## config.mk

```make
export PLATFORM = sky130hd
export DESIGN_NAME = joy_drv_flat
export DESIGN_NICKNAME = d
export VERILOG_FILES = /design/src/rtl/joy_drv_if.sv /design/src/rtl/joy_drv.sv /design/src/flat_wrapper.sv
export SDC_FILE = /design/constraint.sdc
export NUM_CORES = 1
export LEC_CHECK = 0
export CORE_ASPECT_RATIO = 0.8
export CORE_MARGIN = 8
export CORE_UTILIZATION = 49
export CTS_CLUSTER_DIAMETER = 120
export CTS_CLUSTER_SIZE = 12
export DETAILED_ROUTE_END_ITERATION = 12
export PLACE_DENSITY = 0.79
export SETUP_SLACK_MARGIN = 0.5
export SLEW_MARGIN = 20
export SYNTH_ARGS = -nofsm -noshare
export SYNTH_HDL_FRONTEND = slang
export SYNTH_SLANG_ARGS = --single-unit
```

## constraint.sdc

```tcl
create_clock -name clk -period 2.5 [get_ports clk]
set_input_delay 0.375 -clock clk [delete_from_list [all_inputs] [get_ports clk]]
set_output_delay 0.375 -clock clk [all_outputs]
set_load 0.02 [all_outputs]
```

## src/rtl/joy_drv_if.sv

```systemverilog
// CPU-side bus bundle for the NES controller emulator.
// Master is the CPU/bus model, slave is joy_drv.
interface joy_drv_if;
  logic        cpu_m2;
  logic [15:0] cpu_addr;
  logic        cpu_rw;
  logic [7:0]  cpu_di;
  logic        joy_d0;
  logic        joy_oe;

  modport master (
    output cpu_m2, cpu_addr, cpu_rw, cpu_di,
    input  joy_d0, joy_oe
  );

  modport slave (
    input  cpu_m2, cpu_addr, cpu_rw, cpu_di,
    output joy_d0, joy_oe
  );
endinterface

```

## src/rtl/joy_drv.sv

```systemverilog
// Two-port NES controller emulator answering $4016/$4017 reads
// from PI-supplied button bytes; everything runs on clk.
module joy_drv #(
  parameter int unsigned SYNC_STAGES = 2,
  parameter logic        AFTER_BIT   = 1'b1,
  parameter logic [1:0]  PORT_EN     = 2'b11
) (
  input  logic       clk,
  input  logic       sys_rst_n,
  joy_drv_if.slave   bus,
  input  logic       drv_en,
  input  logic [7:0] btn0,
  input  logic [7:0] btn1,
  output logic       strobe,
  output logic [7:0] poll_cnt,
  output logic [3:0] rd_cnt0,
  output logic [3:0] rd_cnt1
);

  localparam logic [0:0] ST_SHIFT = 1'b0;
  localparam logic [0:0] ST_LOAD  = 1'b1;
  localparam logic [15:0] A_P0 = 16'h4016;
  localparam logic [15:0] A_P1 = 16'h4017;

  logic [SYNC_STAGES-1:0] sync_q, settle_q;
  logic        m2s_d_q, armed_q, armed_d, cyc_v_q, cyc_v_d;
  logic [15:0] addr_q;
  logic        rw_q, di0_q;
  logic [0:0]  state_q, state_d;
  logic [7:0]  poll_q, poll_d;
  logic [7:0]  sh0_q, sh0_d, sh1_q, sh1_d;
  logic [3:0]  cnt0_q, cnt0_d, cnt1_q, cnt1_d;
  logic        oe_q, oe_d, d0_q, d0_d;

  logic m2s, settled, m2_rise, m2_fall;
  logic wr_p0, rd_p0, rd_p1;
  logic hit0, hit1, bit0, bit1, live;

  assign m2s     = sync_q[SYNC_STAGES-1];
  assign settled = settle_q[SYNC_STAGES-1];
  // A cycle already in progress when reset lifts is never acted on.
  assign armed_d = armed_q | (settled & ~m2s);
  assign m2_rise = m2s & ~m2s_d_q & armed_q;
  assign m2_fall = ~m2s & m2s_d_q & cyc_v_q;

  always_comb begin
    cyc_v_d = cyc_v_q;
    if (m2_rise) cyc_v_d = 1'b1;
    else if (m2_fall) cyc_v_d = 1'b0;
  end

  assign wr_p0 = m2_fall & ~rw_q & (addr_q == A_P0);
  assign rd_p0 = m2_fall & rw_q & (addr_q == A_P0);
  assign rd_p1 = m2_fall & rw_q & (addr_q == A_P1);

  always_comb begin
    state_d = state_q;
    poll_d  = poll_q;
    sh0_d   = sh0_q;
    sh1_d   = sh1_q;
    cnt0_d  = cnt0_q;
    cnt1_d  = cnt1_q;
    if (state_q == ST_LOAD) begin
      sh0_d  = btn0;
      sh1_d  = btn1;
      cnt0_d = 4'd0;
      cnt1_d = 4'd0;
    end else begin
      if (rd_p0) begin
        sh0_d  = {sh0_q[6:0], AFTER_BIT};
        cnt0_d = (cnt0_q == 4'd8) ? 4'd8 : cnt0_q + 4'd1;
      end
      if (rd_p1) begin
        sh1_d  = {sh1_q[6:0], AFTER_BIT};
        cnt1_d = (cnt1_q == 4'd8) ? 4'd8 : cnt1_q + 4'd1;
      end
    end
    if (wr_p0) begin
      state_d = di0_q;
      if (state_q == ST_LOAD && !di0_q) poll_d = poll_q + 8'd1;
    end
  end

  assign hit0 = bus.cpu_rw & (bus.cpu_addr == A_P0) & PORT_EN[0];
  assign hit1 = bus.cpu_rw & (bus.cpu_addr == A_P1) & PORT_EN[1];
  assign live = cyc_v_q | m2_rise;

  always_comb begin
    bit0 = (cnt0_q < 4'd8) ? sh0_q[7] : AFTER_BIT;
    bit1 = (cnt1_q < 4'd8) ? sh1_q[7] : AFTER_BIT;
    // While latching, A is passed straight through.
    if (state_q == ST_LOAD) begin
      bit0 = btn0[7];
      bit1 = btn1[7];
    end
    oe_d = drv_en & m2s & live & (hit0 | hit1);
    d0_d = oe_d & (hit0 ? bit0 : bit1);
  end

  always_ff @(posedge clk or negedge sys_rst_n) begin
    if (!sys_rst_n) begin
      sync_q   <= '0;
      settle_q <= '0;
      m2s_d_q  <= 1'b0;
      armed_q  <= 1'b0;
      cyc_v_q  <= 1'b0;
      addr_q   <= 16'h0;
      rw_q     <= 1'b0;
      di0_q    <= 1'b0;
      state_q  <= ST_SHIFT;
      poll_q   <= 8'h00;
      sh0_q    <= 8'hFF;
      sh1_q    <= 8'hFF;
      cnt0_q   <= 4'd0;
      cnt1_q   <= 4'd0;
      oe_q     <= 1'b0;
      d0_q     <= 1'b0;
    end else begin
      sync_q   <= {sync_q[SYNC_STAGES-2:0], bus.cpu_m2};
      settle_q <= {settle_q[SYNC_STAGES-2:0], 1'b1};
      m2s_d_q  <= m2s;
      armed_q  <= armed_d;
      cyc_v_q  <= cyc_v_d;
      if (m2_rise) begin
        addr_q <= bus.cpu_addr;
        rw_q   <= bus.cpu_rw;
        di0_q  <= bus.cpu_di[0];
      end
      state_q <= state_d;
      poll_q  <= poll_d;
      sh0_q   <= sh0_d;
      sh1_q   <= sh1_d;
      cnt0_q  <= cnt0_d;
      cnt1_q  <= cnt1_d;
      oe_q    <= oe_d;
      d0_q    <= d0_d;
    end
  end

  assign bus.joy_oe = oe_q;
  assign bus.joy_d0 = d0_q;
  assign strobe     = state_q;
  assign poll_cnt   = poll_q;
  assign rd_cnt0    = cnt0_q;
  assign rd_cnt1    = cnt1_q;

endmodule

```

## src/flat_wrapper.sv

```systemverilog
// flat-port wrapper written by rule: the top's interface ports become plain ports
module joy_drv_flat 
#(
  parameter int unsigned SYNC_STAGES = 2,
  parameter logic        AFTER_BIT   = 1'b1,
  parameter logic [1:0]  PORT_EN     = 2'b11
)
  (clk, sys_rst_n, drv_en, btn0, btn1, strobe, poll_cnt, rd_cnt0, rd_cnt1, bus_cpu_m2, bus_cpu_addr, bus_cpu_rw, bus_cpu_di, bus_joy_d0, bus_joy_oe);
  joy_drv_if bus_i ();
  input  logic clk;
  input  logic sys_rst_n;
  input  logic drv_en;
  input  logic [7:0] btn0;
  input  logic [7:0] btn1;
  output logic strobe;
  output logic [7:0] poll_cnt;
  output logic [3:0] rd_cnt0;
  output logic [3:0] rd_cnt1;
  input wire logic [$bits(bus_i.cpu_m2)-1:0] bus_cpu_m2;
  input wire logic [$bits(bus_i.cpu_addr)-1:0] bus_cpu_addr;
  input wire logic [$bits(bus_i.cpu_rw)-1:0] bus_cpu_rw;
  input wire logic [$bits(bus_i.cpu_di)-1:0] bus_cpu_di;
  output wire logic [$bits(bus_i.joy_d0)-1:0] bus_joy_d0;
  output wire logic [$bits(bus_i.joy_oe)-1:0] bus_joy_oe;
  assign bus_i.cpu_m2 = bus_cpu_m2;
  assign bus_i.cpu_addr = bus_cpu_addr;
  assign bus_i.cpu_rw = bus_cpu_rw;
  assign bus_i.cpu_di = bus_cpu_di;
  assign bus_joy_d0 = bus_i.joy_d0;
  assign bus_joy_oe = bus_i.joy_oe;
  joy_drv #(.SYNC_STAGES(SYNC_STAGES), .AFTER_BIT(AFTER_BIT), .PORT_EN(PORT_EN)) u_core (.clk(clk), .sys_rst_n(sys_rst_n), .bus(bus_i), .drv_en(drv_en), .btn0(btn0), .btn1(btn1), .strobe(strobe), .poll_cnt(poll_cnt), .rd_cnt0(rd_cnt0), .rd_cnt1(rd_cnt1));
endmodule
```

==> flow_summary.yaml, run 1 <==
floorplan:
  die-area_um2: 8130
  die_width_um: 98.8
  coreArea_um2: 5380
  num_rows: 24
  design.portCount: 64
  floorplan.initialDensity: 0.500
  die_height_um: 82.3
yosys:
  ys_types: 43
  avgSynthCellArea_um2: 11.6
  dominant_combinational_cell_family_by_area_after_synthesis: "simple AND/OR/NAND/NOR gates"
  synth-seq-area-share: 0.566
  ys.warnings.count: 0
  mux_cell_area_share_after_synthesis: 0.117
  yosys_most_used_dff: "dfrtp_1"
  synth.net_count: 282
  synth.ff_latch_count: 60
  async_reset_ff_frac: 1.00
  number_of_cells_produced_by_synthesis: 232
  synth-adder-area-share: 0.0233
  synthSimpleGateAreaFrac: 0.164
  share_of_the_synthesized_netlist_area_taken_by_xor_and_xnor_gates: 0.0228
  post_synth_instance_area_um2: 2690
  synth_compound_gate_area_share: 0.0777
  synth_enable_flop_cells: 0
setup_path:
  critical_path_arrival_ps: 1530
  critical_path.endpoint_type: "output port"
  startpoint_type: "flop"
  worst-r2r-cell-count: 5
  path_delay_family: "buffers and inverters"
  criticalPathCategory: "reg -> out"
  worstPathMaxFanout: 15
  critical-path-slowest-cell: "clkdlybuf4s50_1"
  worst-path-buf-inv: 1
  crit-reg2reg-launch: "u_core.addr_q[7]"
  timing.rr.end: "u_core.rd_cnt1[3]"
  worst-r2r-setup-slack_ps: 600
  setup.worst_path.start: "u_core.strobe"
  cp_data_required_time_ps: 2120
  cpPeakStageDelay_ps: 670
  critical_path.cell_chain: "clkdlybuf4s50_1"
timing:
  final_critical_path_share_of_the_clock_period: 0.763
  report.final.slew_viol_count: 0
  unrepaired_setup_endpoints_after_global_routing: "false"
  timing_worst_slew_pin_value_ps: 803
  setup_ws_ps: 592
  relSlewSlack: 0.464
  fin_worst_skew_ps: 7.12
  setup_viol: 0
  fin_tns_setup_ps: 0
  maxClockFrequency_mhz: 524
  final_hold_viol_count: 0
  fin_crit_ps: 1910
global_route:
  wire_length_of_the_first_global_routing_pass_mm: 9.80
  grt_max_degree: 35
  overall_global_routing_resource_usage: 0.155
  vias_in_the_first_global_route: 2055
  grt_overflow_total: 0
  number_of_antenna_violations_at_the_first_check_in_global_routing: 0
final_layout:
  area_growth_syn_to_layout_pct: 33.1
  share_of_post_route_cells_with_drive_strength_above_1: 0.233
  fillCellCount: 397
  multiInputGateArea_um2: 1120
  fin_cells: 370
  n_antenna_cell: 0
  final_area_um2: 3580
  fin_util: 0.666
  layout.nets: 351
  seqCellArea_um2: 1520
place:
  detailed_placement_hpwl_mm: 4.20
  place_congestion: 0.819
  placement.setup.worst_slack_ps: 424
  post-place-cells: 350
  placement.io_buffers: 56
  dpl_cell_area_um2: 3340
clock_network:
  clock_tree.buffer_depth: 2
  h-tree-depth: 3
  cts_tree: "built"
  cts_hold_repair.buffers: 0
  clock_sinks: 60
  worst_setup_hold_path_clk_slew_ps: 60
  cts_buf_count: 9
  insertion_delay_to_the_later_sink_of_the_worst_skew_pair_ps: 330
  clock_tree.root_cell: "clkbuf_8"
power_and_ir_drop:
  comb_power_share: 0.092
  vdd_ir_max_uv: 308
  power_report.internal_total_mw: 1.57
  p_sw_mw: 0.470
  power.switching_fraction: 0.230
  p_seq_frac: 0.538
  power.clock.fraction: 0.370
  power.leakage_nw: 1.47
  p_per_area_nw_per_um2: 570
route:
  drtIter0Drc: 81
  drc: 0
  num_vias: 1984
  detailedRoute.firstPassIterationCount: 4
  vias_per_cell: 5.36
  final_routed_wirelength_across_all_metal_layers_mm: 5.83
  antenna_left: 0
  wl_per_cell_um: 15.8
min_path:
  hold_path_class: "in -> async"
outcome:
  run_status: "finished clean"
run:
  drv_cap: 0
==> placed cells by master, fill, tap and decap left out, types with 8 or more instances in the layout <==
cell type         n
dfrtp_1          43
nor2_1           17
clkdlybuf4s50_1  55
mux2i_1          10
mux2_2           19
buf_4             8
clkbuf_8         11
a21oi_1          14
dfstp_2          16
nand2_1          28
inv_1            10
==> stage by stage <==
| stage | hold WS, ps | total power [mW] |
|---|---|---|
| 6_report | 55.3 | 2.04 |
| 2_1_floorplan | 79.4 | 1.18 |
| 4_1_cts | 61.9 | 2.05 |
| 5_1_grt | 75.6 | 2.14 |
| 3_5_place_dp | 336 | 1.29 |
| 3_3_place_gp | 334 | 1.28 |
==> worst max path at each step <==
stage | depth (start not counted) | slack (ps) | endpoint
detailed placement | 5 | 420 | u_core.rd_cnt1[3]
global placement | 5 | 470 | u_core.rd_cnt1[3]
CTS | 5 | 430 | u_core.rd_cnt1[3]
floorplan | 6 | 640 | u_core.rd_cnt0[2]
global route | 7 | 470 | u_core.sh1_q[7]
finish | 1 | 590 | strobe
==> cells in the mapped netlist, types with 2 or more instances <==
cell / count / area [um^2]
dfrtp_1: 44 / 1100
xnor2_1: 7 / 61.3
a31oi_1: 7 / 43.8
nand3_1: 4 / 20.0
and4_1: 2 / 17.5
nor2b_1: 2 / 12.5
o21ai_0: 6 / 30.0
dfstp_2: 16 / 420
clkbuf_1: 6 / 22.5
nand4_1: 3 / 18.8
nor2_1: 17 / 63.8
or3_1: 2 / 12.5
a21oi_1: 14 / 70.1
nor3_1: 5 / 25.0
nand2_1: 28 / 105
ha_1: 5 / 62.6
mux2_2: 19 / 214
mux2i_1: 10 / 100
o21a_1: 2 / 15.0
inv_1: 10 / 37.5
==> power groups by stage <==
stage               clock, mW  sequential, mW  combinational [mW]
floorplan                   0            1.10              0.0851
global placement            0            1.10               0.178
detailed placement          0            1.11               0.183
CTS                     0.775            1.09               0.185
global route            0.831            1.11               0.206
finish                  0.756            1.10               0.187
==> final cells by class <==
cell class,count,area share
timing repair buffer,66,0.181
sequential,60,0.425
tap,65,0.0227
inverter,10,0.0105
clock inverter,2,0.00280
clock buffer,13,0.0444
multi-input combinational,154,0.314
==> what timing repair did <==
action | in CTS | in global routing
hold endpoints to repair | 0 | 0
gates resized for setup | 2 | 4
buffers inserted | 3 | 2
setup endpoints to repair | 3 | 16
pin swaps | 1 | 4
==> cells by family after synthesis <==
logic type	Yosys count
buffers and inverters	18
adders and majority gates	5
and+or+nand+nor	77
AOI/OAI and AO/OA	35
DFF	60
other	1
muxes	29
xor gates and xnor gates	7
==> per-layer routing <==
layer | share of wire | vias up | GRT usage
li1 | - | 955 | -
met3 | 0.053 | 8 | 0.0662
met2 | 0.48 | 46 | 0.240
met5 | 0 | - | 0
met1 | 0.45 | 975 | 0.189
met4 | 0.017 | 0 | 0.0687
==> registers in the layout, summed over array words and instances, names as in the netlist <==
name and count:
u_core.addr_q 16, u_core.poll_cnt 8, u_core.sh0_q 8, u_core.sh1_q 8, u_core.rd_cnt0 4, u_core.rd_cnt1 4
u_core.settle_q 2, u_core.sync_q 2, u_core.armed_q 1, u_core.bus.joy_d0 1, u_core.bus.joy_oe 1, u_core.cyc_v_q 1
u_core.di0_q 1, u_core.m2s_d_q 1, u_core.rw_q 1, u_core.strobe 1
Power figures use the tool's default switching activity.
==> run 2, diff against run 1 <==
--- a/config.mk
+++ b/config.mk
@@ -7,11 +7,11 @@
 export LEC_CHECK = 0
 export CORE_ASPECT_RATIO = 0.8
 export CORE_MARGIN = 8
-export CORE_UTILIZATION = 49
+export CORE_UTILIZATION = 45
 export CTS_CLUSTER_DIAMETER = 120
 export CTS_CLUSTER_SIZE = 12
 export DETAILED_ROUTE_END_ITERATION = 12
-export PLACE_DENSITY = 0.79
+export PLACE_DENSITY = 0.76
 export SETUP_SLACK_MARGIN = 0.5
 export SLEW_MARGIN = 20
 export SYNTH_ARGS = -nofsm -noshare
==> constraint.sdc (replaced) <==
create_clock -name clk -period 1.7 [get_ports clk]
set_input_delay 0.255 -clock clk [delete_from_list [all_inputs] [get_ports clk]]
set_output_delay 0.255 -clock clk [all_outputs]
set_load 0.02 [all_outputs]
==> flow_summary.yaml, run 2 (same netlist as run 1, synthesis figures left out) <==
route:
  vias_per_cell: 5.06
  num_vias: 2083
  antenna_left: 0
  drc: 0
  detailedRoute.firstPassIterationCount: 4
  drtIter0Drc: 91
  final_routed_wirelength_across_all_metal_layers_mm: 6.72
  wl_per_cell_um: 16.3
final_layout:
  share_of_post_route_cells_with_drive_strength_above_1: 0.405
  fillCellCount: 437
  largest_register_ffs: 16
  most-common-layout-cells: "dfrtp_1 (43), clkdlybuf4s50_1 (34), buf_4 (23), nand2_1 (21), nor2_1 (17)"
  area_growth_syn_to_layout_pct: 50.6
  register_with_the_highest_flop_count: "u_core.addr_q"
  n_antenna_cell: 0
  layout_commonest_cell: "dfrtp_1"
  fin_util: 0.692
  layout.nets: 376
clock_network:
  worst_setup_hold_path_clk_slew_ps: 70
  h-tree-depth: 3
  insertion_delay_to_the_later_sink_of_the_worst_skew_pair_ps: 340
  clock_sinks: 60
  cts_tree: "built"
  cts_buf_count: 9
  clock_tree.root_cell: "clkbuf_8"
  clock_tree.buffer_depth: 2
floorplan:
  die-area_um2: 8720
  die_height_um: 85.1
  floorplan.initialDensity: 0.460
  num_rows: 25
  die_width_um: 102
  design.portCount: 64
  coreArea_um2: 5850
run:
  drv_cap: 0
place:
  placement.io_buffers: 56
  place_congestion: 0.782
  detailed_placement_hpwl_mm: 4.09
global_route:
  overall_global_routing_resource_usage: 0.160
  grt_overflow_total: 0
  grt_max_degree: 61
  vias_in_the_first_global_route: 2214
  wire_length_of_the_first_global_routing_pass_mm: 10.8
  number_of_antenna_violations_at_the_first_check_in_global_routing: 0
timing:
  report.final.slew_viol_count: 0
  maxClockFrequency_mhz: 546
  fin_crit_ps: 1830
  setup_viol: 30
  final_hold_viol_count: 0
  whs_ps: 333
  setup_ws_ps: -133
  fin_worst_skew_ps: 8.42
  unrepaired_setup_endpoints_after_global_routing: "true"
  final_critical_path_share_of_the_clock_period: 1.08
setup_path:
  worstPathMaxFanout: 14
  criticalPathCategory: "reg -> reg"
  cp_data_required_time_ps: 1930
  worst-r2r-setup-slack_ps: -130
  critical_path.endpoint_type: "flop"
  startpoint_type: "flop"
  critical_path_arrival_ps: 2060
power_and_ir_drop:
  power.leakage_nw: 1.79
  vdd_ir_max_uv: 603
  power.total_mw: 3.44
  p_per_area_nw_per_um2: 851
min_path:
  hold_path_class: "in -> reg"
outcome:
  violated_checks: "setup timing"
  run_status: "complete, but fails checks"
-- run 2: cell types whose count changed in the layout (fill, tap and decap cells not counted), moves of 3 or more --
cell,change
clkinvlp_4,+3
nand2_1,-7
clkdlybuf4s50_1,-21
nand2_8,+4
o21ai_0,-4
buf_4,+15
mux2_2,-16
buf_2,+11
buf_6,+12
mux2_4,+16
nand2_2,+6
-- run 2: critical path, cell delays in order (launching register included) --
cell,delay [ps]
dfrtp_1,390
and4bb_2,360
nand4b_4,170
nor4b_4,340
buf_12,190
mux2i_1,210
nor2_1,70
-- run 2: worst paths after layout --
path / startpoint / endpoint / cells past startpoint
max in group asynchronous: sys_rst_n / u_core.sh1_q[0] / 3
max reg2reg: u_core.addr_q[5] / u_core.rd_cnt0[1] / 6
min in group asynchronous: sys_rst_n / u_core.addr_q[0] / 3
min reg2reg: u_core.settle_q[0] / u_core.settle_q[1] / 0
min: bus_cpu_addr[13] / u_core.addr_q[13] / 2
max: u_core.addr_q[5] / u_core.rd_cnt0[1] / 6
-- run 2: timing repair --
| item | in CTS | in global routing |
|---|---|---|
| pin swaps | 16 | 5 |
| setup buffers | 12 | 5 |
| hold buffers | 1 | 0 |
| hold endpoints to repair | 44 | 0 |
| cloned | 3 | 0 |
| resized for setup | 117 | 26 |
| endpoints found under the setup margin | 72 | 64 |
-- run 2: cell type report --
type / instances / area, um^2 / share of cell area
Timing Repair Buffer: 88 / 807 / 0.199
Multi-Input combinational cell: 157 / 1360 / 0.335
Clock buffer: 10 / 138 / 0.0340
Tap cell: 81 / 101 / 0.0250
Inverter: 10 / 37.5 / 0.00927
Clock inverter: 6 / 87.6 / 0.0216
Sequential cell: 60 / 1520 / 0.376
-- run 2: metal layers --
metal | vias to the layer above | global-route usage | share of wire
met3 | 13 | 0.0589 | 0.054
met4 | 0 | 0.0598 | 0.014
met1 | 1026 | 0.197 | 0.44
met2 | 40 | 0.249 | 0.50
li1 | 1004 | - | -
met5 | - | 0 | 0
-- run 2: through the flow --
step                      area [um^2]  TNS [ps]  cells  worst slack [ps]
after floorplan                  2730      -976    232              -131
after global placement           3450     -2100    375              -138
after detailed placement         3450     -2980    375              -167
after CTS                        3900     -2920    407              -167
after global routing             4050     -5190    412              -266
final                            4050     -1790    412              -133
-- run 2: power by group --
group | internal (mW) | total [mW] | switching (mW)
combinational | 0.243 | 0.384 | 0.141
clock | 0.861 | 1.44 | 0.577
sequential | 1.54 | 1.62 | 0.0833
==> run 3, diff against run 2 <==
--- a/config.mk
+++ b/config.mk
@@ -11,6 +11,7 @@
 export CTS_CLUSTER_DIAMETER = 120
 export CTS_CLUSTER_SIZE = 12
 export DETAILED_ROUTE_END_ITERATION = 12
+export GPL_ROUTABILITY_DRIVEN = 1
 export PLACE_DENSITY = 0.76
 export SETUP_SLACK_MARGIN = 0.5
 export SLEW_MARGIN = 20
==> results of run 3 <==
Final layout, timing and power as in run 2 (identical DEF).
